$ cat src/rtl/bcd_pkg.sv
// Shared types and constants for the sequential binary-to-BCD converter.
// Holds the FSM state type, digit constants and the overflow-limit helper.
package bcd_pkg;

    typedef enum logic [1:0] {
        IDLE,
        OP,
        DONE
    } state_t;

    localparam int unsigned      DIGIT_W    = 4;
    localparam logic [3:0]       BCD_NINE   = 4'd9;
    localparam logic [3:0]       ADJ_THRESH = 4'd5;

    // Largest value representable in 'digits' decimal digits (10^digits - 1).
    function automatic int unsigned max_bcd_value(input int unsigned digits);
        int unsigned p;
        p = 1;
        for (int unsigned i = 0; i < digits; i++) begin
            p = p * 10;
        end
        return p - 1;
    endfunction

endpackage

$ cat src/rtl/bcd_add3.sv
// Single-digit double-dabble correction: adds 3 to any digit of 5 or more
// so that the following left shift carries correctly into the next digit.
module bcd_add3
    import bcd_pkg::*;
(
    input  logic [DIGIT_W-1:0] i_digit,
    output logic [DIGIT_W-1:0] o_digit
);

    // Inputs never exceed 9, so the 4-bit sum cannot wrap.
    assign o_digit = (i_digit >= ADJ_THRESH) ? (i_digit + DIGIT_W'(3)) : i_digit;

endmodule

$ cat src/rtl/bin2bcd_seq.sv
// Sequential shift-add-3 binary-to-BCD converter with start/ready/done handshake.
// bcd_out/overflow are held between conversions so the display never sees partial results.
module bin2bcd_seq
    import bcd_pkg::*;
#(
    parameter int BIN_W  = 14,
    parameter int DIGITS = 4
) (
    input  logic                      clk,
    input  logic                      reset,
    input  logic                      start,
    input  logic [BIN_W-1:0]          bin_in,
    output logic                      ready,
    output logic                      done_tick,
    output logic [DIGIT_W*DIGITS-1:0] bcd_out,
    output logic                      overflow
);

    localparam int          BCD_W    = DIGIT_W * DIGITS;
    localparam int          CNT_W    = $clog2(BIN_W + 1);
    localparam int unsigned MAX_VAL  = max_bcd_value(DIGITS);
    localparam logic [CNT_W-1:0] CNT_LOAD = CNT_W'(BIN_W);
    localparam logic [CNT_W-1:0] CNT_LAST = CNT_W'(1);

    state_t             r_state;
    logic [BIN_W-1:0]   r_bin_shift;
    logic [BCD_W-1:0]   r_bcd_work;
    logic [CNT_W-1:0]   r_cnt;
    logic               r_ovf;

    logic [BCD_W-1:0]   w_adj;
    logic [BCD_W-1:0]   w_bcd_next;
    logic [BCD_W-1:0]   w_all_nines;

    for (genvar g = 0; g < DIGITS; g++) begin : g_adj
        bcd_add3 u_add3 (
            .i_digit (r_bcd_work[g*DIGIT_W +: DIGIT_W]),
            .o_digit (w_adj[g*DIGIT_W +: DIGIT_W])
        );
    end

    // Corrected digits shifted left; the binary MSB enters the ones digit and
    // the top bit falls off (only nonzero when the input overflowed).
    assign w_bcd_next  = {w_adj[BCD_W-2:0], r_bin_shift[BIN_W-1]};
    assign w_all_nines = {DIGITS{BCD_NINE}};

    // NOTE: every register below is updated with <= so all reads in this block
    // see the pre-edge values, which is what the shift/adjust pipeline relies on.
    always_ff @(posedge clk or posedge reset) begin
        if (reset) begin
            r_state     <= IDLE;
            r_bin_shift <= '0;
            r_bcd_work  <= '0;
            r_cnt       <= '0;
            r_ovf       <= 1'b0;
            ready       <= 1'b1;
            done_tick   <= 1'b0;
            bcd_out     <= '0;
            overflow    <= 1'b0;
        end else begin
            case (r_state)
                IDLE: begin
                    if (start) begin
                        r_bin_shift <= bin_in;
                        r_bcd_work  <= '0;
                        r_cnt       <= CNT_LOAD;
                        r_ovf       <= (32'(bin_in) > MAX_VAL);
                        ready       <= 1'b0;
                        r_state     <= OP;
                    end
                end

                OP: begin
                    r_bcd_work  <= w_bcd_next;
                    r_bin_shift <= r_bin_shift << 1;
                    r_cnt       <= r_cnt - 1'b1;
                    if (r_cnt == CNT_LAST) begin
                        // Result is published on the same edge that enters DONE.
                        bcd_out   <= r_ovf ? w_all_nines : w_bcd_next;
                        overflow  <= r_ovf;
                        done_tick <= 1'b1;
                        r_state   <= DONE;
                    end
                end

                DONE: begin
                    done_tick <= 1'b0;
                    ready     <= 1'b1;
                    r_state   <= IDLE;
                end

                default: begin
                    done_tick <= 1'b0;
                    ready     <= 1'b1;
                    r_state   <= IDLE;
                end
            endcase
        end
    end

endmodule
$ cat config.mk
export PLATFORM = sky130hd
export DESIGN_NAME = bin2bcd_seq
export DESIGN_NICKNAME = d
export VERILOG_FILES = /design/src/rtl/bcd_pkg.sv /design/src/rtl/bcd_add3.sv /design/src/rtl/bin2bcd_seq.sv
export SDC_FILE = /design/constraint.sdc
export NUM_CORES = 1
export LEC_CHECK = 0
export ABC_AREA = 0
export CAP_MARGIN = 20
export CORE_AREA = 10 10 82 84
export DETAILED_ROUTE_END_ITERATION = 8
export DIE_AREA = 0 0 92 94
export GPL_ROUTABILITY_DRIVEN = 1
export PLACE_DENSITY = 0.77
export REMOVE_ABC_BUFFERS = 1
export SYNTH_ARGS = -nofsm -noshare
export SYNTH_HDL_FRONTEND = slang
export SYNTH_SLANG_ARGS = --single-unit
$ cat constraint.sdc
create_clock -name clk -period 2.6 [get_ports clk]
set_input_delay 0.65 -clock clk [delete_from_list [all_inputs] [get_ports clk]]
set_output_delay 0.65 -clock clk [all_outputs]
set_load 0.005 [all_outputs]
==> qor.csv, run 1 <==
stage;metric;value;unit
status;status;finished clean;
floorplan;num rows;26;
detailed_routing;DRT iter0 DRCs;74;
cts;post-cts resize count;0;
detailed_routing;Routed Antenna Nets;0;
min_path;worst hold path startpoint;bcd_out[0];
worst_setup_path;CP Capture Type;output port;
synth;main combinational cell family by area after synthesis;simple AND/OR/NAND/NOR gates;
min_path;Worst Hold Class;register to register;
worst_setup_path;critical path class;register to output port;
floorplan;initial core utilization;52.88;%
global_routing;first-pass GRT wire length;9936;um
timing;RSZ-0062 raised after global routing;false;
synth;top_reg_cell synth;dfrtp_1;
cells_and_area;commonest cells after routing, fill and taps aside;dfrtp_1, nand2_1, clkdlybuf4s50_1, nor2_1, o21ai_0;
cts;Clock Path Buffers;2;
cts;CTS sink cnt;56;
worst_setup_path;Crit path max-delay family;flip-flops;
cells_and_area;layout cells sized above 1;7.937;%
cts;Clk Latency, worst-skew pair;0.32;ns
floorplan;# IOs;36;
cells_and_area;P&R area growth vs syn;19.39;%
run;Max-cap violations;0;
floorplan;Die W;92;um
synth;Simple-Gate Fraction of Synth Area;18.60;%
synth;Cell variety after synth;36;
global_routing;initial antenna violation count;0;
timing;# setup viols final;0;
cts;CTS Buf Count;5;
cts;CTS tree;built;
cells_and_area;nets;341;
floorplan;Die Footprint;0.008648;mm^2
cells_and_area;multi-input gate area in the final layout;0.001145;mm^2
synth;cell area after synthesis;0.002684;mm^2
cells_and_area;Util after Layout;63.14;%
synth;Post-synth ARST share;100.0;%
synth;Cells after Synth;279;
worst_setup_path;Reg2Reg Setup Slack;0.78;ns
synth;synthesized flop and latch total;56;
worst_setup_path;critical-path cell list;clkdlybuf4s50_1;
worst_setup_path;Worst R2R Start;r_cnt[1];
placement;gpl congestion;0.8069;
timing;post-route clock period utilization;76.64;%
worst_setup_path;WP buf/inv;1;
worst_setup_path;Worst Path Max Fanout;2;
global_routing;GRT Total Usage;13.99;%
worst_setup_path;Worst Path Arrival;1.34;ns
synth;Synth Area in XOR/XNOR;1.632;%
detailed_routing;via count;2090;
floorplan;core area;0.005075;mm^2
worst_setup_path;slowest CP cell;dfstp_2;
global_routing;gr ovfl total;0;
worst_setup_path;Setup crit start kind;register;
synth;post-synthesis mux area share;1.492;%
synth;Post-synth EDFFs;0;
synth;Seq/Total Area, Yosys;52.26;%
timing;f_max;501.8;MHz
placement;I/O Buffers;35;
detailed_routing;Via density;5.429;
timing;Max-slew headroom;44.24;%
detailed_routing;WL/cell;14.58;um
placement;post-DP HPWL;4130;um
power_and_ir_drop;P_leak;1.412;nW
floorplan;Die Y;94;um
timing;Worst Skew;0.01172;ns
synth;Synth Area in Compound Gates;16.27;%
detailed_routing;# DRC;0;
global_routing;vias in the first global route;2140;
timing;slew of the pin with the lowest slew margin;0.8363;ns
cts;CTS Root Cell;clkbuf_8;
cts;# Post-CTS Setup Buffers;0;
worst_setup_path;Critical Path RT;1.95;ns
cells_and_area;register area;0.001403;mm^2
cts;CTS Hold Bufs;0;
synth;Syn Area/Cell;9.619;um^2
cells_and_area;Antenna Cells;0;
global_routing;largest net degree at the start of global routing;34;
power_and_ir_drop;power per cell area;1262;mW/mm^2
timing;final hold violations;0;
cells_and_area;FILL cells;458;
cts;CTS H-tree lvls;2;
timing;Tmin final;1.993;ns
worst_setup_path;Crit. Startpoint;ready;
worst_setup_path;slowest stage delay, CP;0.54;ns
detailed_routing;final wirelength;5613;um
synth;Post-Synth Adder-Cell Area;4.662;%
cts;clock slew at the register clock pins of the worst setup and hold paths;0.10;ns
timing;final slew viol count;0;
power_and_ir_drop;maximum vdd drop;0.0005695;V
timing;Final TNS setup;0;ns
cells_and_area;most common cell after layout, fill and taps aside;dfrtp_1;
detailed_routing;Pre-Repair DR Iteration Count;4;
synth;Ys Warns;0;
## final cells by class
class | count | area share (%)
clock inverters | 3 | 1.328
inverters | 13 | 1.562
flip-flops and latches | 56 | 43.77
repair buffers | 41 | 12.73
multi-input cells | 197 | 35.73
well taps | 70 | 2.733
clock buffers | 5 | 2.148
## metrics by stage
step	cells	worst slack (ns)	hold slack, ns	power [mW]	cell area (um^2)
3_5_place_dp	377	0.6088	0.4628	3.518	3093
4_1_cts	385	0.5816	0.4866	4.091	3204
3_3_place_gp	377	0.6797	0.4524	3.408	3093
6_report	385	0.6073	0.4766	4.042	3204
2_1_floorplan	266	0.5804	0.4463	2.790	2597
5_1_grt	385	0.5624	0.5049	4.418	3204
## power breakdown
| group | switching [mW] | total [mW] | internal, mW |
|---|---|---|---|
| sequential | 0.325 | 1.62 | 1.29 |
| combinational | 0.937 | 1.85 | 0.915 |
| clock | 0.287 | 0.572 | 0.285 |
| total | 1.55 | 4.04 | 2.49 |
## synth_stat cells (all sizes together) (2+ instances only)
master   instances  area [um^2]
a31oi           14        87.58
a22oi            3        22.52
xnor2            5        43.79
nand2b           5        31.28
nor3             8        40.04
o21ai           21        105.1
nor4             2        18.77
o2bb2ai          4        35.03
nor2            27        111.4
dfrtp           55         1376
nand2           53        203.9
o31ai            2        20.02
mux2i            4        40.04
nor3b            5        48.80
nand3            6        30.03
a21o             3        22.52
buf             13        86.33
inv             12        45.04
a22o             7        61.31
ha              10        125.1
a21oi           15        75.07
## metal layers
layer	vias to the layer above	part of all wire, %	global-route usage (%)
met5	-	0	0
met4	0	1.4	4.884
met3	8	5.4	4.556
met2	40	49	23.82
met1	1017	44	16.17
li1	1025	-	-
## logic make-up after synthesis
| kind of cell | Yosys count |
|---|---|
| AOI/OAI and AO/OA | 70 |
| xor gates and xnor gates | 5 |
| adders and majority gates | 10 |
| buffers and inverters | 26 |
| DFF | 56 |
| muxes | 4 |
| and+or+nand+nor | 108 |
## sequential cells by signal (all words and copies together) (netlist names)
register	count
r_ovf	1
bcd_out	16
r_bin_shift	14
r_state	2
overflow	1
r_cnt	4
r_bcd_work	16
done_tick	1
ready	1
## worst paths after layout
check                                 endpoint  cells after the start
worst max-delay path                     ready                      1
worst min-delay path                bcd_out[0]                      2
worst max register to register      bcd_out[6]                      6
worst min register to register      bcd_out[0]                      2
max in group asynchronous             overflow                      3
min in group asynchronous       r_bin_shift[2]                      2
Note: power is estimated with default switching activity, not from simulation.
==> run 2, diff against run 1 <==
- CORE_AREA: 10 10 82 84 -> 10 10 86 88
- DIE_AREA: 0 0 92 94 -> 0 0 96 98
- PLACE_DENSITY: 0.77 -> 0.73
- clock period: 2.6 -> 1.8 ns (I/O delays scaled with it)
==> qor.csv, run 2 (same netlist as run 1, synthesis figures left out) <==
stage;metric;value;unit;change
status;status;finished clean;;
placement;DP Area;0.003129;mm^2;+1.2%
global_routing;GRT Total Usage;13.30;%;-0.68 points
cts;clock slew at the register clock pins of the worst setup and hold paths;0.10;ns;about the same
timing;Max-slew headroom;69.26;%;+25 points
global_routing;vias in the first global route;2198;;+2.7%
worst_setup_path;Worst Path Arrival;1.89;ns;+0.55 ns
detailed_routing;highest routed layer;met4;;
cts;CTS Root Cell;clkbuf_8;;
floorplan;core area;0.005746;mm^2;+13%
cts;CTS Buf Count;5;;unchanged
worst_setup_path;Setup crit start kind;register;;
global_routing;initial antenna violation count;0;;unchanged
worst_setup_path;Reg2Reg Setup Slack;0.13;ns;-0.65 ns
cts;Clock Path Buffers;2;;unchanged
timing;RSZ-0062 raised after global routing;false;;
global_routing;gr ovfl total;0;;unchanged
cells_and_area;Antenna Cells;0;;unchanged
global_routing;largest net degree at the start of global routing;47;;+38%
detailed_routing;via count;2169;;+3.8%
timing;slew of the pin with the lowest slew margin;0.4612;ns;-0.3752 ns
timing;final slew viol count;0;;unchanged
floorplan;Die W;96;um;+4.3%
detailed_routing;DR WL met2;2786;um;+1.1%
detailed_routing;# DRC;0;;unchanged
detailed_routing;Metal-1 WL;2654;um;+7.2%
worst_setup_path;critical path class;register to register;;
cells_and_area;P&R area growth vs syn;22.56;%;
global_routing;first-pass GRT wire length;10160;um;+2.2%
timing;final hold violations;0;;unchanged
timing;f_max;597.5;MHz;
cells_and_area;commonest cells after routing, fill and taps aside;dfrtp_1, nand2_1, clkdlybuf4s50_1, nor2_1, o21ai_0;;
placement;I/O Buffers;35;;unchanged
min_path;Worst Hold Class;primary input to asynchronous set/reset pin;;
worst_setup_path;slowest stage delay, CP;0.41;ns;-0.13 ns
power_and_ir_drop;P_leak;1.459;nW;+3.3%
cts;CTS sink cnt;56;;unchanged
placement;post-DP HPWL;4150;um;+0.49%
timing;Tmin final;1.674;ns;
worst_setup_path;Worst R2R Path Depth;7;;+1
power_and_ir_drop;power per cell area;1803;mW/mm^2;+43%
power_and_ir_drop;maximum vdd drop;0.0006637;V;+17%
worst_setup_path;slowest CP cell;dfrtp_1;;
detailed_routing;Via density;5.436;;+0.14%
placement;gpl congestion;0.8080;;+0.14%
cells_and_area;nets;350;;+2.6%
floorplan;num rows;28;;+7.7%
detailed_routing;Pre-Repair DR Iteration Count;4;;unchanged
detailed_routing;final wirelength;5909;um;+5.3%
floorplan;Die Y;98;um;+4.3%
worst_setup_path;Critical Path Most Common Cell;buf_4;;
detailed_routing;met3 wire len;396;um;+31%
floorplan;# IOs;36;;unchanged
detailed_routing;DRT iter0 DRCs;137;;+85%
floorplan;initial core utilization;46.71;%;-6.2 points
cts;CTS H-tree lvls;2;;unchanged
cts;CTS tree;built;;
cells_and_area;layout cells sized above 1;11.42;%;+3.5 points
worst_setup_path;Worst Path Max Fanout;6;;+4
floorplan;Die Footprint;0.009408;mm^2;+8.8%
detailed_routing;WL/cell;14.81;um;+1.6%
timing;Worst Skew;0.01009;ns;-0.001624 ns
worst_setup_path;Critical Path RT;2.02;ns;+0.07 ns
worst_setup_path;Worst R2R Start;r_cnt[1];;
cells_and_area;design area;0.003289;mm^2;+2.7%
detailed_routing;Routed Antenna Nets;0;;unchanged
timing;post-route clock period utilization;92.98;%;
run;Max-cap violations;0;;unchanged
worst_setup_path;Crit Reg-Reg Endpoint;bcd_out[14];;
worst_setup_path;WP buf/inv;3;;+2
cells_and_area;most common cell after layout, fill and taps aside;dfrtp_1;;
worst_setup_path;CP Capture Type;register;;
placement;pre-CTS WS;0.006052;ns;-0.6028 ns
timing;Final WS setup;0.1264;ns;-0.4809 ns
worst_setup_path;Crit path max-delay family;buffers and inverters;;
worst_setup_path;critical-path cell list;inv_1 -> ha_1 -> nor3b_1 -> nand2_2 -> buf_4 -> buf_4 -> a22o_1;;
timing;# setup viols final;0;;unchanged
cells_and_area;biggest registers after layout;bcd_out x16, r_bcd_work x16, r_bin_shift x14;;
cts;Clk Latency, worst-skew pair;0.32;ns;about the same
run 2: cell type report:
type | instances | area, um^2
clock buffers | 5 | 68.82
clock inverters | 3 | 42.54
fillers | 533 | 2456
inverters | 13 | 51.30
multi-input cells | 197 | 1156
flip-flops and latches | 56 | 1403
well taps | 75 | 93.84
repair buffers | 50 | 474.2
run 2: worst max-delay path by stage:
stage	startpoint	end	slack (ns)	cells past startpoint
floorplan	reset	bcd_out[0]	-0.02	1
global placement	start	r_bcd_work[9]	0.07	5
detailed placement	start	r_bin_shift[12]	0.006	5
CTS	r_cnt[1]	bcd_out[6]	0.05	6
global route	r_bcd_work[8]	bcd_out[10]	0.0008	6
finish	r_cnt[1]	bcd_out[14]	0.13	7
run 2: report_power, final:
part	internal (mW)	switching [mW]
sequential	1.87	0.483
clock	0.412	0.425
combinational	1.37	1.37
run 2: metal layers:
layer / GRT usage [%] / vias up
met5: 0 / -
met4: 4.994 / 0
met3: 3.905 / 6
met2: 20.35 / 65
met1: 17.17 / 1059
li1: - / 1039
run 2: what timing repair did:
action	CTS	global route
cloned	0	0
setup endpoints to repair	1	18
pin swaps	0	2
setup buffers	0	5
hold buffers	0	0
gates resized for setup	1	4
run 2: through the flow:
step | hold slack, ns | instances | TNS [ns] | util [%] | power (mW)
after floorplan | 0.4463 | 266 | -1.080 | - | 4.030
final | 0.3714 | 399 | 0 | 57.25 | 5.931
after global placement | 0.4664 | 386 | 0 | 54.46 | 4.989
after detailed placement | 0.4616 | 386 | 0 | 54.46 | 5.107
after global routing | 0.4058 | 399 | 0 | 57.25 | 6.466
after CTS | 0.3738 | 394 | 0 | 56.38 | 5.943
==> run 3, diff against run 2 <==
- HOLD_SLACK_MARGIN: default -> 0.15
==> results of run 3 <==
No change in the layout: final DEF, timing and power equal those of run 2.
